`src/rtl/keypad_multitap_scanner_if.sv`:
```
// Keypad scanner signal bundle: row/column matrix lines plus decoded letter outputs.
// master = the scanner itself, slave = keypad hardware plus the consuming game FSM.
interface keypad_multitap_scanner_if;
    logic [3:0] row;
    logic [3:0] col;
    logic [7:0] pending_char;
    logic       pending_valid;
    logic [7:0] letter;
    logic       letter_strobe;
    logic       submit_err;

    modport master (
        input  row,
        output col,
        output pending_char,
        output pending_valid,
        output letter,
        output letter_strobe,
        output submit_err
    );

    modport slave (
        output row,
        input  col,
        input  pending_char,
        input  pending_valid,
        input  letter,
        input  letter_strobe,
        input  submit_err
    );
endinterface

```
`src/rtl/keypad_multitap_scanner.sv`:
```
// 4x4 keypad column scanner with per-scan debounce and phone-style multi-tap decode.
// state  | meaning
// IDLE   | no key held; any pending letter stays but a new tap starts a fresh cycle
// DOWN   | a letter key is held, its letter is pending
// TAPWIN | letter key released; a repeat tap of it before the timeout advances the letter
module keypad_multitap_scanner #(
    parameter int SCAN_DIV    = 100,
    parameter int DEB_SCANS   = 4,
    parameter int TAP_TIMEOUT = 500000
) (
    input  logic                        clk,
    input  logic                        nRst,
    keypad_multitap_scanner_if.master   kp
);
    localparam int DIV_W = (SCAN_DIV > 1) ? $clog2(SCAN_DIV) : 1;
    localparam int DEB_W = $clog2(DEB_SCANS + 1);
    localparam int TMO_W = $clog2(TAP_TIMEOUT + 1);

    localparam logic [3:0] KEY_SUBMIT = 4'd12;
    localparam logic [3:0] KEY_CLEAR  = 4'd14;

    typedef enum logic [1:0] {IDLE, DOWN, TAPWIN} state_t;

    logic [DIV_W-1:0] div_q, div_d;
    logic [1:0]       col_idx_q, col_idx_d;
    logic             found_q, found_d;
    logic [3:0]       skey_q, skey_d;

    logic             cand_valid_q, cand_valid_d;
    logic [3:0]       cand_key_q, cand_key_d;
    logic [DEB_W-1:0] cnt_q, cnt_d;
    logic             stable_valid_q, stable_valid_d;
    logic [3:0]       stable_key_q, stable_key_d;
    logic             armed_q, armed_d;
    logic             press_q, press_d;
    logic             release_q, release_d;
    logic [3:0]       press_key_q, press_key_d;

    state_t           state_q, state_d;
    logic [7:0]       pc_q, pc_d;
    logic             pv_q, pv_d;
    logic [1:0]       idx_q, idx_d;
    logic [3:0]       key_q, key_d;
    logic [7:0]       letter_q, letter_d;
    logic             strobe_q, strobe_d;
    logic             err_q, err_d;
    logic [TMO_W-1:0] tmo_q, tmo_d;

    logic             slot_end, first_col, row_hit, scan_done;
    logic [1:0]       row_sel;
    logic             same, reached, differs;
    logic [7:0]       key_base;
    logic             key_four, key_is_letter;

    // Column scan and per-scan capture of the first key seen
    always_comb begin
        slot_end  = (div_q == DIV_W'(SCAN_DIV - 1));
        first_col = (col_idx_q == 2'd0);
        div_d     = slot_end ? '0 : div_q + 1'b1;
        col_idx_d = slot_end ? col_idx_q + 2'd1 : col_idx_q;
        row_hit   = |kp.row;
        if (kp.row[3])      row_sel = 2'd0;
        else if (kp.row[2]) row_sel = 2'd1;
        else if (kp.row[1]) row_sel = 2'd2;
        else                row_sel = 2'd3;
        found_d = found_q;
        skey_d  = skey_q;
        if (slot_end) begin
            found_d = first_col ? row_hit : (found_q | row_hit);
            if (row_hit && (first_col || !found_q))
                skey_d = {row_sel, col_idx_q};
        end
        scan_done = slot_end && (col_idx_q == 2'd3);
    end

    // Debounce: a scan result must repeat DEB_SCANS times before it becomes stable
    always_comb begin
        cand_valid_d   = cand_valid_q;
        cand_key_d     = cand_key_q;
        cnt_d          = cnt_q;
        stable_valid_d = stable_valid_q;
        stable_key_d   = stable_key_q;
        armed_d        = armed_q;
        press_d        = 1'b0;
        release_d      = 1'b0;
        press_key_d    = press_key_q;
        same           = (found_d == cand_valid_q) && (!found_d || (skey_d == cand_key_q));
        reached        = 1'b0;
        differs        = (found_d != stable_valid_q) || (found_d && (skey_d != stable_key_q));
        if (scan_done) begin
            if (!same) begin
                cand_valid_d = found_d;
                cand_key_d   = skey_d;
                cnt_d        = DEB_W'(1);
            end else if (cnt_q != DEB_W'(DEB_SCANS)) begin
                cnt_d = cnt_q + 1'b1;
            end
            reached = (cnt_d == DEB_W'(DEB_SCANS)) && ((cnt_d != cnt_q) || !same);
            if (reached) begin
                stable_valid_d = found_d;
                stable_key_d   = skey_d;
                // Keys already held at reset are swallowed until a clean release is seen
                if (!found_d) begin
                    armed_d   = 1'b1;
                    release_d = armed_q && stable_valid_q;
                end else if (armed_q && differs) begin
                    press_d     = 1'b1;
                    press_key_d = skey_d;
                end
            end
        end
    end

    always_comb begin
        key_base      = 8'h00;
        key_four      = 1'b0;
        key_is_letter = 1'b1;
        case (press_key_q)
            4'd1:    key_base = 8'h41;
            4'd2:    key_base = 8'h44;
            4'd3:    key_base = 8'h47;
            4'd4:    key_base = 8'h4A;
            4'd5:    key_base = 8'h4D;
            4'd6:    begin key_base = 8'h50; key_four = 1'b1; end
            4'd7:    key_base = 8'h54;
            4'd8:    begin key_base = 8'h57; key_four = 1'b1; end
            default: key_is_letter = 1'b0;
        endcase
    end

    always_comb begin
        state_d  = state_q;
        pc_d     = pc_q;
        pv_d     = pv_q;
        idx_d    = idx_q;
        key_d    = key_q;
        letter_d = letter_q;
        strobe_d = 1'b0;
        err_d    = 1'b0;
        tmo_d    = tmo_q;
        if (state_q == TAPWIN && tmo_q != TMO_W'(TAP_TIMEOUT - 1))
            tmo_d = tmo_q + 1'b1;
        if (press_q) begin
            if (press_key_q == KEY_SUBMIT) begin
                if (pv_q) begin
                    letter_d = pc_q;
                    strobe_d = 1'b1;
                    pc_d     = 8'h00;
                    pv_d     = 1'b0;
                end else begin
                    err_d = 1'b1;
                end
                state_d = IDLE;
            end else if (press_key_q == KEY_CLEAR) begin
                pc_d    = 8'h00;
                pv_d    = 1'b0;
                state_d = IDLE;
            end else if (key_is_letter) begin
                if (state_q == TAPWIN && press_key_q == key_q)
                    idx_d = (idx_q == (key_four ? 2'd3 : 2'd2)) ? 2'd0 : idx_q + 2'd1;
                else
                    idx_d = 2'd0;
                key_d   = press_key_q;
                pc_d    = key_base + 8'(idx_d);
                pv_d    = 1'b1;
                state_d = DOWN;
            end
        end else if (release_q && state_q == DOWN) begin
            state_d = TAPWIN;
            tmo_d   = '0;
        end else if (state_q == TAPWIN && tmo_q == TMO_W'(TAP_TIMEOUT - 1)) begin
            state_d = IDLE;
        end
    end

    always_ff @(posedge clk or negedge nRst) begin
        if (!nRst) begin
            div_q          <= '0;
            col_idx_q      <= 2'd0;
            found_q        <= 1'b0;
            skey_q         <= 4'd0;
            cand_valid_q   <= 1'b0;
            cand_key_q     <= 4'd0;
            cnt_q          <= '0;
            stable_valid_q <= 1'b0;
            stable_key_q   <= 4'd0;
            armed_q        <= 1'b0;
            press_q        <= 1'b0;
            release_q      <= 1'b0;
            press_key_q    <= 4'd0;
            state_q        <= IDLE;
            pc_q           <= 8'h00;
            pv_q           <= 1'b0;
            idx_q          <= 2'd0;
            key_q          <= 4'd0;
            letter_q       <= 8'h00;
            strobe_q       <= 1'b0;
            err_q          <= 1'b0;
            tmo_q          <= '0;
        end else begin
            div_q          <= div_d;
            col_idx_q      <= col_idx_d;
            found_q        <= found_d;
            skey_q         <= skey_d;
            cand_valid_q   <= cand_valid_d;
            cand_key_q     <= cand_key_d;
            cnt_q          <= cnt_d;
            stable_valid_q <= stable_valid_d;
            stable_key_q   <= stable_key_d;
            armed_q        <= armed_d;
            press_q        <= press_d;
            release_q      <= release_d;
            press_key_q    <= press_key_d;
            state_q        <= state_d;
            pc_q           <= pc_d;
            pv_q           <= pv_d;
            idx_q          <= idx_d;
            key_q          <= key_d;
            letter_q       <= letter_d;
            strobe_q       <= strobe_d;
            err_q          <= err_d;
            tmo_q          <= tmo_d;
        end
    end

    assign kp.col           = 4'(4'b0001 << col_idx_q);
    assign kp.pending_char  = pc_q;
    assign kp.pending_valid = pv_q;
    assign kp.letter        = letter_q;
    assign kp.letter_strobe = strobe_q;
    assign kp.submit_err    = err_q;
endmodule

```
`src/flat_wrapper.sv`:
```
// flat-port wrapper written by rule: the top's interface ports become plain ports
module keypad_multitap_scanner_flat 
#(
    parameter int SCAN_DIV    = 100,
    parameter int DEB_SCANS   = 4,
    parameter int TAP_TIMEOUT = 500000
)
  (clk, nRst, kp_row, kp_col, kp_pending_char, kp_pending_valid, kp_letter, kp_letter_strobe, kp_submit_err);
  keypad_multitap_scanner_if kp_i ();
  input  logic clk;
  input  logic nRst;
  input wire logic [$bits(kp_i.row)-1:0] kp_row;
  output wire logic [$bits(kp_i.col)-1:0] kp_col;
  output wire logic [$bits(kp_i.pending_char)-1:0] kp_pending_char;
  output wire logic [$bits(kp_i.pending_valid)-1:0] kp_pending_valid;
  output wire logic [$bits(kp_i.letter)-1:0] kp_letter;
  output wire logic [$bits(kp_i.letter_strobe)-1:0] kp_letter_strobe;
  output wire logic [$bits(kp_i.submit_err)-1:0] kp_submit_err;
  assign kp_i.row = kp_row;
  assign kp_col = kp_i.col;
  assign kp_pending_char = kp_i.pending_char;
  assign kp_pending_valid = kp_i.pending_valid;
  assign kp_letter = kp_i.letter;
  assign kp_letter_strobe = kp_i.letter_strobe;
  assign kp_submit_err = kp_i.submit_err;
  keypad_multitap_scanner #(.SCAN_DIV(SCAN_DIV), .DEB_SCANS(DEB_SCANS), .TAP_TIMEOUT(TAP_TIMEOUT)) u_core (.clk(clk), .nRst(nRst), .kp(kp_i));
endmodule
```
`config.mk`:
```
export PLATFORM = sky130hd
export DESIGN_NAME = keypad_multitap_scanner_flat
export DESIGN_NICKNAME = d
export VERILOG_FILES = /design/src/rtl/keypad_multitap_scanner_if.sv /design/src/rtl/keypad_multitap_scanner.sv /design/src/flat_wrapper.sv
export SDC_FILE = /design/constraint.sdc
export NUM_CORES = 1
export LEC_CHECK = 0
export CAP_MARGIN = 10
export CORE_MARGIN = 5
export CORE_UTILIZATION = 60
export DETAILED_ROUTE_END_ITERATION = 12
export DONT_BUFFER_PORTS = 1
export MAX_ROUTING_LAYER = met4
export PLACE_DENSITY = 0.76
export SLEW_MARGIN = 5
export SYNTH_ARGS = -nofsm -noshare
export SYNTH_HDL_FRONTEND = slang
export SYNTH_SLANG_ARGS = --single-unit
```
`constraint.sdc`:
```
create_clock -name clk -period 3.3 [get_ports clk]
set_input_delay 0.99 -clock clk [delete_from_list [all_inputs] [get_ports clk]]
set_output_delay 0.99 -clock clk [all_outputs]
set_load 0.005 [all_outputs]
```
==> metrics.txt, run 1 <==
Worst Path Class, Setup=register to register; Slew headroom=roughly 52%; WL final=between 7 and 8 mm; CTS buffer count=9; commonest cells in the synthesized netlist=78 x dfrtp_1, 38 x nor2_1, 30 x nand2_1; final worst path period share=87.1%; clk_skew=around 0.0060 ns; Ports=29; GRT Util Overall=roughly a fifth; FF+latch count, synth=78; setup_tns=0 ns; final setup fails=0; Hold Slack=between 0.3 and 0.4 ns; library cells used by synthesis=57; post-place setup slack=approximately 0.08 ns; area leader, netlist=dfrtp_1; routability congestion estimate=roughly 0.9; cell area power density=379 nW/um2; via count=approximately 2700; 1st-iter DRT viols=113; count leader, synth=dfrtp_1; DRC Markers=0; hold buffers post-CTS=0; post-CTS sizing=0; sequential fraction of the synthesis area=about half; die width=91.9 um; row count=29; Gate Count Post-Synth=between 300 and 400; post-layout instance area=roughly 4300 um2; setup repair after global routing missed its margin=no; crit end category=register; Final #Nets=405; post-CTS setup buffer count=0; static leakage=2.09 nW; DRT Pass-1 Iters=4; fillcell total=500; CTS tree=done; total placed instance area=between 4000 and 5000 um2; ANT nets after route=0; most common flop cell mapped by yosys=dfrtp_1; root buffer cell=clkbuf_8; Synth area leaders=dfrtp_1 49%, mux2_2 7.8%, nor2_1 3.5%; largest net degree at the start of global routing=79; fin crit period=approximately 2.9 ns; Clk Latency, worst-skew pair=approximately 0.34 ns; area share of the largest cell type after synthesis=48.5%; PortBufs=0; clk buf depth=2; final worst slack=between 0.4 and 0.5 ns; syn_area_per_cell=about 10 um2; Critical Path RT=around 3.6 ns; antenna violations before repair=0; multi-input logic area=~2000 um2; TritonCTS Sinks=78; R2R cell count=13; Critical Path AT=~3.2 ns; VDD IR-drop max=0.000203 V; vias per cell=~5.8; area delta synth->final=7.00%; max-slew violation count=0; layout cells sized above 1=between 10% and 20%; final hold vios=0; Highest Clock Rate=0.348 GHz; Post-synth EDFFs=0; Initial Utilization=between 60% and 70%; status=complete, no violations; Core ar.=6420 um2; async set-reset flop share out of synthesis=100%; Max-Cap Viols=0; wire per inst=16.1 um; Post-DP HPWL=between 5 and 6 mm; CTS H-Tree Depth=3; CP startpoint kind=register; Mapped Area=a little over 4000 um2; first-pass GRT wire length=between 10 and 15 mm; Congestion Overflow GR=0; HP Class=input pin to async pin; Reg area=1950 um2; CP max FO=15; Antenna Cells=0; vias in the first global route=~2800; Reg clk slew, reported paths=roughly 0.080 ns; Worst Tran Pin Value=about 0.72 ns; height of the die=91.9 um; Syn. warnings=0; die area=~8400 um2
-- layout make-up --
type                       count  area share, %
multi-input combinational    276           45.5
sequential                    78           45.4
timing repair buffer           7           1.22
clock inverter                 4          0.465
tap                           77           2.24
clock buffer                  12           3.84
inverter                      16           1.40
-- sequential cells by signal, summed over array words and instances, names as in the netlist --
| register | flops |
|---|---|
| u_core.cand_key_q | 4 |
| u_core.stable_valid_q | 1 |
| u_core.div_q | 7 |
| u_core.armed_q | 1 |
| u_core.state_q | 2 |
| u_core.stable_key_q | 4 |
| u_core.found_q | 1 |
| u_core.press_q | 1 |
| u_core.key_q | 4 |
| u_core.skey_q | 4 |
| u_core.col_idx_q | 2 |
| u_core.kp.pending_valid | 1 |
| u_core.kp.submit_err | 1 |
| u_core.release_q | 1 |
| u_core.kp.letter_strobe | 1 |
| u_core.cnt_q | 3 |
| u_core.press_key_q | 4 |
| u_core.cand_valid_q | 1 |
| u_core.idx_q | 2 |
| u_core.kp.letter | 7 |
| u_core.tmo_q | 19 |
| u_core.kp.pending_char | 7 |
-- cell usage in the layout, fill, tap and decap left out, types with 3 or more instances in the layout --
master and instances:
xnor2_1 16, nor3_2 3, nand2_1 30, a22o_1 4, a31oi_1 3, clkinv_2 4, o21ai_0 14, nand3_1 10
o31ai_1 3, nor3_1 9, buf_4 7, nand2b_1 6, and3_1 9, xor2_1 16, mux2_2 28, a21oi_1 10
nor2b_1 3, clkbuf_8 12, nor2_1 38, and2_1 5, inv_1 16, dfrtp_1 78, a21o_1 3, nand4_1 9
mux2i_1 6, ha_1 10
-- cell families after synthesis --
logic type / synth area share, %
other: 0.0933
AO/OA/AOI/OAI: 9.02
flip-flops: 48.5
adder cells (fa/ha/maj): 3.61
XOR/XNOR: 6.97
buffers and inverters: 3.02
multiplexers: 9.71
AND/OR/NAND/NOR: 19.0
-- worst max-delay path: stages (launching register included) --
cell and delay, ns:
dfrtp_1 0.62, nand2b_1 0.17, mux2_2 0.30, o31ai_1 0.19, nand4_1 0.20, nor2_1 0.29
ha_1 0.28, a21o_1 0.20, nand2_1 0.07, nand2_1 0.06, nor2_1 0.10, a31oi_1 0.04
o21ai_0 0.16, a22o_1 0.14
-- metrics by stage --
step           util (%)  cells  power (mW)
2_1_floorplan         -    384       0.987
3_3_place_gp       64.1    454       0.988
3_5_place_dp       64.1    454       0.988
4_1_cts            67.0    470        1.64
5_1_grt            67.0    470        1.70
6_report           67.0    470        1.63
-- per-layer routing --
metal	global-route usage [%]	wire length [um]
met1	25.7	3390
met2	31.6	3730
met5	-	0
met4	6.93	118
met3	5.24	324
-- path summary, 6_finish.rpt --
path,start,to,slack [ns]
max,u_core.press_key_q[2],u_core.kp.pending_char[3],0.43
min,nRst,u_core.tmo_q[16],0.33
max reg2reg,u_core.press_key_q[2],u_core.kp.pending_char[3],0.43
min reg2reg,u_core.div_q[0],u_core.div_q[0],0.45
max in group asynchronous,nRst,u_core.cnt_q[0],2.86
min in group clk,u_core.div_q[0],u_core.div_q[0],0.45
-- power by group --
part | internal [mW] | switching, mW
sequential | 0.956 | 0.00122
combinational | 0.00473 | 0.00690
clock | 0.330 | 0.333
Power figures use the tool's default switching activity.
==> inputs of run 2 (changes only) <==
Settings changed: PLACE_DENSITY 0.76 to 0.77.
==> run 2 against run 1 <==
  * Utilization increased by 0.37 points
  * Sequential cell count unchanged
  * Routed wire length decreased by 0.97%
  * Clock power increased by 8.6%
  * Clock skew increased by 0.0053 ns
  * Final area increased by 0.55%
  * Power increased by 3.5%
  * Global-route usage decreased by 0.20 points
  * Sequential share of layout area decreased by 0.25 points
  * Clock-buffer cell count increased by 1
==> metrics.txt, run 2 (same netlist as run 1, synthesis figures left out) <==
post-CTS sizing=0 (unchanged); TritonCTS Sinks=78 (unchanged); Highest Clock Rate=0.346 GHz (-0.66%); CP delay by family, top=simple AND/OR/NAND/NOR gates; Worst Path Class, Setup=input pin to register; worst reg2reg setup slack=0.47 ns (+0.04 ns); Reg clk slew, reported paths=0.08 ns (about the same); Clk Latency, worst-skew pair=0.34 ns (about the same); VDD IR-drop max=0.000259 V (+27%); Crit path top cell by count=mux2_2; routability congestion estimate=0.868 (-4.1%); fin cells=471 (+0.21%); post-place setup slack=0.0558 ns (-0.0224 ns); vias per cell=5.90 (+0.84%); CP startpoint kind=input pin; Slew headroom=49.3% (-2.3 points); most frequent cells in the layout=78 x dfrtp_1, 38 x nor2_1, 30 x nand2_1, 28 x mux2_2; CP max FO=7 (-8); Layout Utilization=67.4% (+0.37 points); root buffer cell=clkbuf_8; largest net degree at the start of global routing=79 (unchanged); Worst Tran Pin Value=0.759 ns (+0.0346 ns); die area=8440 um2 (unchanged); height of the die=91.9 um (unchanged); slowest stage cell, crit path=or4_4; CP Buf/Inv Count=0 (unchanged); Core ar.=6420 um2 (unchanged); status=complete, no violations; CTS H-Tree Depth=3 (unchanged); wire per inst=15.9 um (-1.2%); final setup fails=0 (unchanged); Max-Cap Viols=0 (unchanged); PortBufs=0 (unchanged); Largest register FFs=19 (unchanged); reg2reg end=u_core.press_key_q[1]; Reg with most FFs=u_core.tmo_q; Antenna Cells=0 (unchanged); setup_tns=0 ns (unchanged); commonest non-fill, non-tap cell in the layout=dfrtp_1; clk buf depth=2 (unchanged); HP Class=input pin to async pin; R2R cell count=9 (-4); ANT nets after route=0 (unchanged); final worst slack=0.408 ns (-0.0191 ns); area delta synth->final=7.59%; via count=2777 (+1.1%); crit end category=register; hold buffers post-CTS=0 (unchanged); FF-to-FF Start=u_core.col_idx_q[0]; vias in the first global route=2809 (-0.43%); Critical Path AT=3.12 ns (-0.04 ns); CTS buffer count=9 (unchanged); die width=91.9 um (unchanged); Final #Nets=406 (+0.25%); Post-DP HPWL=5.23 mm (-5.5%); antenna violations before repair=0 (unchanged); clk_skew=0.0113 ns (+0.00529 ns); DRC Markers=0 (unchanged); fin crit period=2.89 ns (+0.0191 ns); static leakage=2.09 nW (+0.15%); setup repair after global routing missed its margin=no; worst stage delay on the critical path=0.55 ns (-0.07 ns); Critical Path RT=3.52 ns (-0.07 ns); 1st-iter DRT viols=93 (-18%); DRT Pass-1 Iters=4 (unchanged); Initial Utilization=62.6% (unchanged); cell area power density=391 nW/um2 (+2.9%); placed cells=455 (+0.22%); Ports=29 (unchanged); Cell Chain, Critical Path=or4_4 > nand4_4 > mux2_2 > o22ai_1 > nor4b_4 > nor3_2 > mux2_2; Congestion Overflow GR=0 (unchanged); post-CTS setup buffer count=0 (unchanged); Hold Slack=0.336 ns (+0.00390 ns); first-pass GRT wire length=13.4 mm (+1.3%); GRT Util Overall=20.0% (-0.20 points); WL final=7.48 mm (-0.97%); row count=29 (unchanged); layout cells sized above 1=16.0% (-0.30 points); CTS tree=done; final hold vios=0 (unchanged); max-slew violation count=0 (unchanged); final worst path period share=87.6% (+0.58 points)
==> run 2: cell types whose count changed in the layout (fill, tap and decap cells not counted), sizes merged <==
cell / change
clkinvlp: +1
bufinv: +1
clkinv: -3
clkbuf: +1
buf: +1
==> run 2: worst max path at each step <==
stage	start	to	slack (ns)	depth (start not counted)
2_1_floorplan	kp_row[1]	u_core.press_key_q[0]	0.23	7
3_3_place_gp	kp_row[1]	u_core.press_key_q[1]	0.11	7
3_5_place_dp	kp_row[1]	u_core.press_key_q[1]	0.06	7
4_1_cts	kp_row[1]	u_core.press_key_q[1]	0.41	7
5_1_grt	u_core.col_idx_q[0]	u_core.press_key_q[0]	0.22	9
6_report	kp_row[1]	u_core.press_key_q[1]	0.41	7
==> run 2: metrics by stage <==
| step | power, mW | instance area (um2) |
|---|---|---|
| 2_1_floorplan | 0.987 | 4030 |
| 3_3_place_gp | 0.988 | 4130 |
| 3_5_place_dp | 0.988 | 4130 |
| 4_1_cts | 1.70 | 4330 |
| 5_1_grt | 1.76 | 4330 |
| 6_report | 1.69 | 4330 |
==> run 2: routing by layer <==
metal	vias to the layer above	GRT usage, %	share of wire [%]
li1	1343	-	-
met1	1374	25.7	46
met2	49	31.8	49
met3	11	4.34	3.8
met4	0	6.68	1.4
met5	-	-	0
==> run 2: layout make-up <==
type | count | area, um2
fillers | 500 | 2100
multi-input cells | 276 | 1960
flip-flops and latches | 78 | 1950
clock buffers | 13 | 159
well taps | 77 | 96.3
repair buffers | 8 | 60.1
inverters | 16 | 60.1
clock inverters | 3 | 42.5
==> run 2: report_power, final <==
part	internal [mW]	switching, mW	total, mW	leakage (nW)
Sequential	0.957	0.00140	0.958	1.05
Clock	0.391	0.330	0.720	0.0996
Combinational	0.00473	0.00687	0.0116	0.944
Total	1.35	0.338	1.69	2.09
==> inputs of run 3 (changes only) <==
Settings changed: CORE_UTILIZATION 60 to 59, CTS_CLUSTER_SIZE set to 14, PLACE_DENSITY 0.77 to 0.76.
==> run 3 against run 2 <==
  * Via count decreased by 0.86%
  * Worst setup slack better by 0.028 ns
  * Critical endpoint is now u_core.press_key_q[3]
  * Final area is 0.20% higher
  * Global-route usage barely moved
  * Fmax increased by 0.97%
  * Clock skew decreased by 0.0017 ns
  * Clock power is 7.6% higher
  * Register-to-register slack got worse by 0.02 ns
  * Clock-buffer cell count shrank 3
  * Largest power group unchanged
  * Final cell count grew 0.42%
  * Critical path depth unchanged
==> metrics.txt, run 3 (same netlist as run 1, synthesis figures left out) <==
status=complete, no violations; CP startpoint kind=input pin; Reg area=1950 um2 (unchanged); Worst Tran Pin Value=0.713 ns (-0.0455 ns); hold buffers post-CTS=0 (unchanged); Congestion Overflow GR=0 (unchanged); via count=2753 (-0.86%); die width=92.6 um (+0.76%); CP Buf/Inv Count=0 (unchanged); layout cells sized above 1=16.0% (+0.041 points); Critical Path AT=3.10 ns (-0.02 ns); Slew headroom=52.3% (+3.0 points); WL final=7.60 mm (+1.5%); root buffer cell=clkbuf_8; vias per cell=5.82 (-1.3%); post-CTS setup buffer count=0 (unchanged); VDD IR-drop max=0.000244 V (-5.9%); Highest Clock Rate=0.349 GHz (+0.97%); clk_skew=0.00966 ns (-0.00166 ns); CP delay by family, top=simple AND/OR/NAND/NOR gates; Worst Path Class, Setup=input pin to register; fin crit period=2.86 ns (-0.0279 ns); setup_tns=0 ns (unchanged); fillcell total=554 (+11%); Reg clk slew, reported paths=0.08 ns (about the same); Largest register FFs=19 (unchanged); Crit path top cell by count=mux2_2; most frequent cells in the layout=78 x dfrtp_1, 38 x nor2_1, 30 x nand2_1, 28 x mux2_2; clk buf depth=2 (unchanged); commonest non-fill, non-tap cell in the layout=dfrtp_1; GRT Util Overall=20.1% (+0.039 points); 1st-iter DRT viols=92 (-1.1%); final worst path period share=86.8% (-0.85 points); Max-Cap Viols=0 (unchanged); multi-input logic area=1960 um2 (unchanged); slowest stage cell, crit path=or4_4; Initial Utilization=59.9% (-2.8 points); TritonCTS Sinks=78 (unchanged); CTS H-Tree Depth=3 (unchanged); Critical Path RT=3.53 ns (about the same); antenna violations before repair=0 (unchanged); Antenna Cells=0 (unchanged); DRT Pass-1 Iters=5 (+1); CTS buffer count=9 (unchanged); Post-DP HPWL=5.32 mm (+1.8%); Final #Nets=405 (-0.25%); height of the die=92.6 um (+0.76%); static leakage=2.09 nW (about the same); post-CTS sizing=0 (unchanged); ANT nets after route=0 (unchanged); area delta synth->final=7.81%; Reg with most FFs=u_core.tmo_q; Layout Utilization=64.5% (-2.8 points); DRC Markers=0 (unchanged); CP max FO=7 (unchanged); Ports=29 (unchanged); max-slew violation count=0 (unchanged); wire per inst=16.1 um (+1.1%); vias in the first global route=2787 (-0.78%); row count=30 (+3.4%); Core ar.=6720 um2 (+4.6%); final setup fails=0 (unchanged); Cell Chain, Critical Path=or4_4 > nand4_4 > mux2_2 > o22ai_1 > nor4b_4 > nor3_2 > mux2_2; worst stage delay on the critical path=0.55 ns (about the same); largest net degree at the start of global routing=79 (unchanged); die area=8570 um2 (+1.5%); final hold vios=0 (unchanged); CTS tree=done; PortBufs=0 (unchanged); Clk Latency, worst-skew pair=0.35 ns (about the same); first-pass GRT wire length=13.2 mm (-1.2%); crit end category=register; routability congestion estimate=0.863 (-0.58%); setup repair after global routing missed its margin=no; HP Class=input pin to async pin; cell area power density=402 nW/um2 (+3.1%)
## run 3: layer usage
metal,track usage [%],share of wire (%),vias to the layer above
met5,-,0,-
met1,24.8,45,1333
li1,-,-,1349
met2,32.1,49,62
met4,5.20,0.78,0
met3,6.34,5.2,9
## run 3: power breakdown
group	leakage [nW]	total [mW]	switching (mW)	internal, mW
sequential	1.05	0.958	0.00129	0.956
clock	0.106	0.775	0.350	0.425
combinational	0.939	0.0120	0.00723	0.00474
total	2.09	1.74	0.359	1.39
## run 3: cell type report
type / count / area share (%)
clock inverter: 6 / 1.99
clock buffer: 10 / 2.94
multi-input combinational: 276 / 45.1
inverter: 16 / 1.39
tap: 80 / 2.31
sequential: 78 / 45.0
timing repair buffer: 7 / 1.21
## run 3: final timing paths
kind                                        from                        end  slack (ns)  depth (start not counted)
max                                    kp_row[1]      u_core.press_key_q[3]        0.44                          7
min                                         nRst           u_core.tmo_q[16]        0.32                          0
max reg2reg                u_core.press_key_q[2]  u_core.kp.pending_char[3]        0.45                         13
min reg2reg                      u_core.div_q[0]            u_core.div_q[0]        0.46                          1
max in group asynchronous                   nRst      u_core.press_key_q[2]        2.87                          0
min in group clk                 u_core.div_q[0]            u_core.div_q[0]        0.46                          1
## run 3: per-stage QoR
stage	total power [mW]	hold WS [ns]	instance area, um2	cells	setup WS [ns]
detailed placement	0.988	0.448	4120	457	0.0710
floorplan	0.987	0.425	4030	384	0.233
CTS	1.77	0.306	4340	473	0.442
finish	1.74	0.322	4340	473	0.435
global route	1.81	0.287	4340	473	0.121
global placement	0.988	0.438	4120	457	0.120
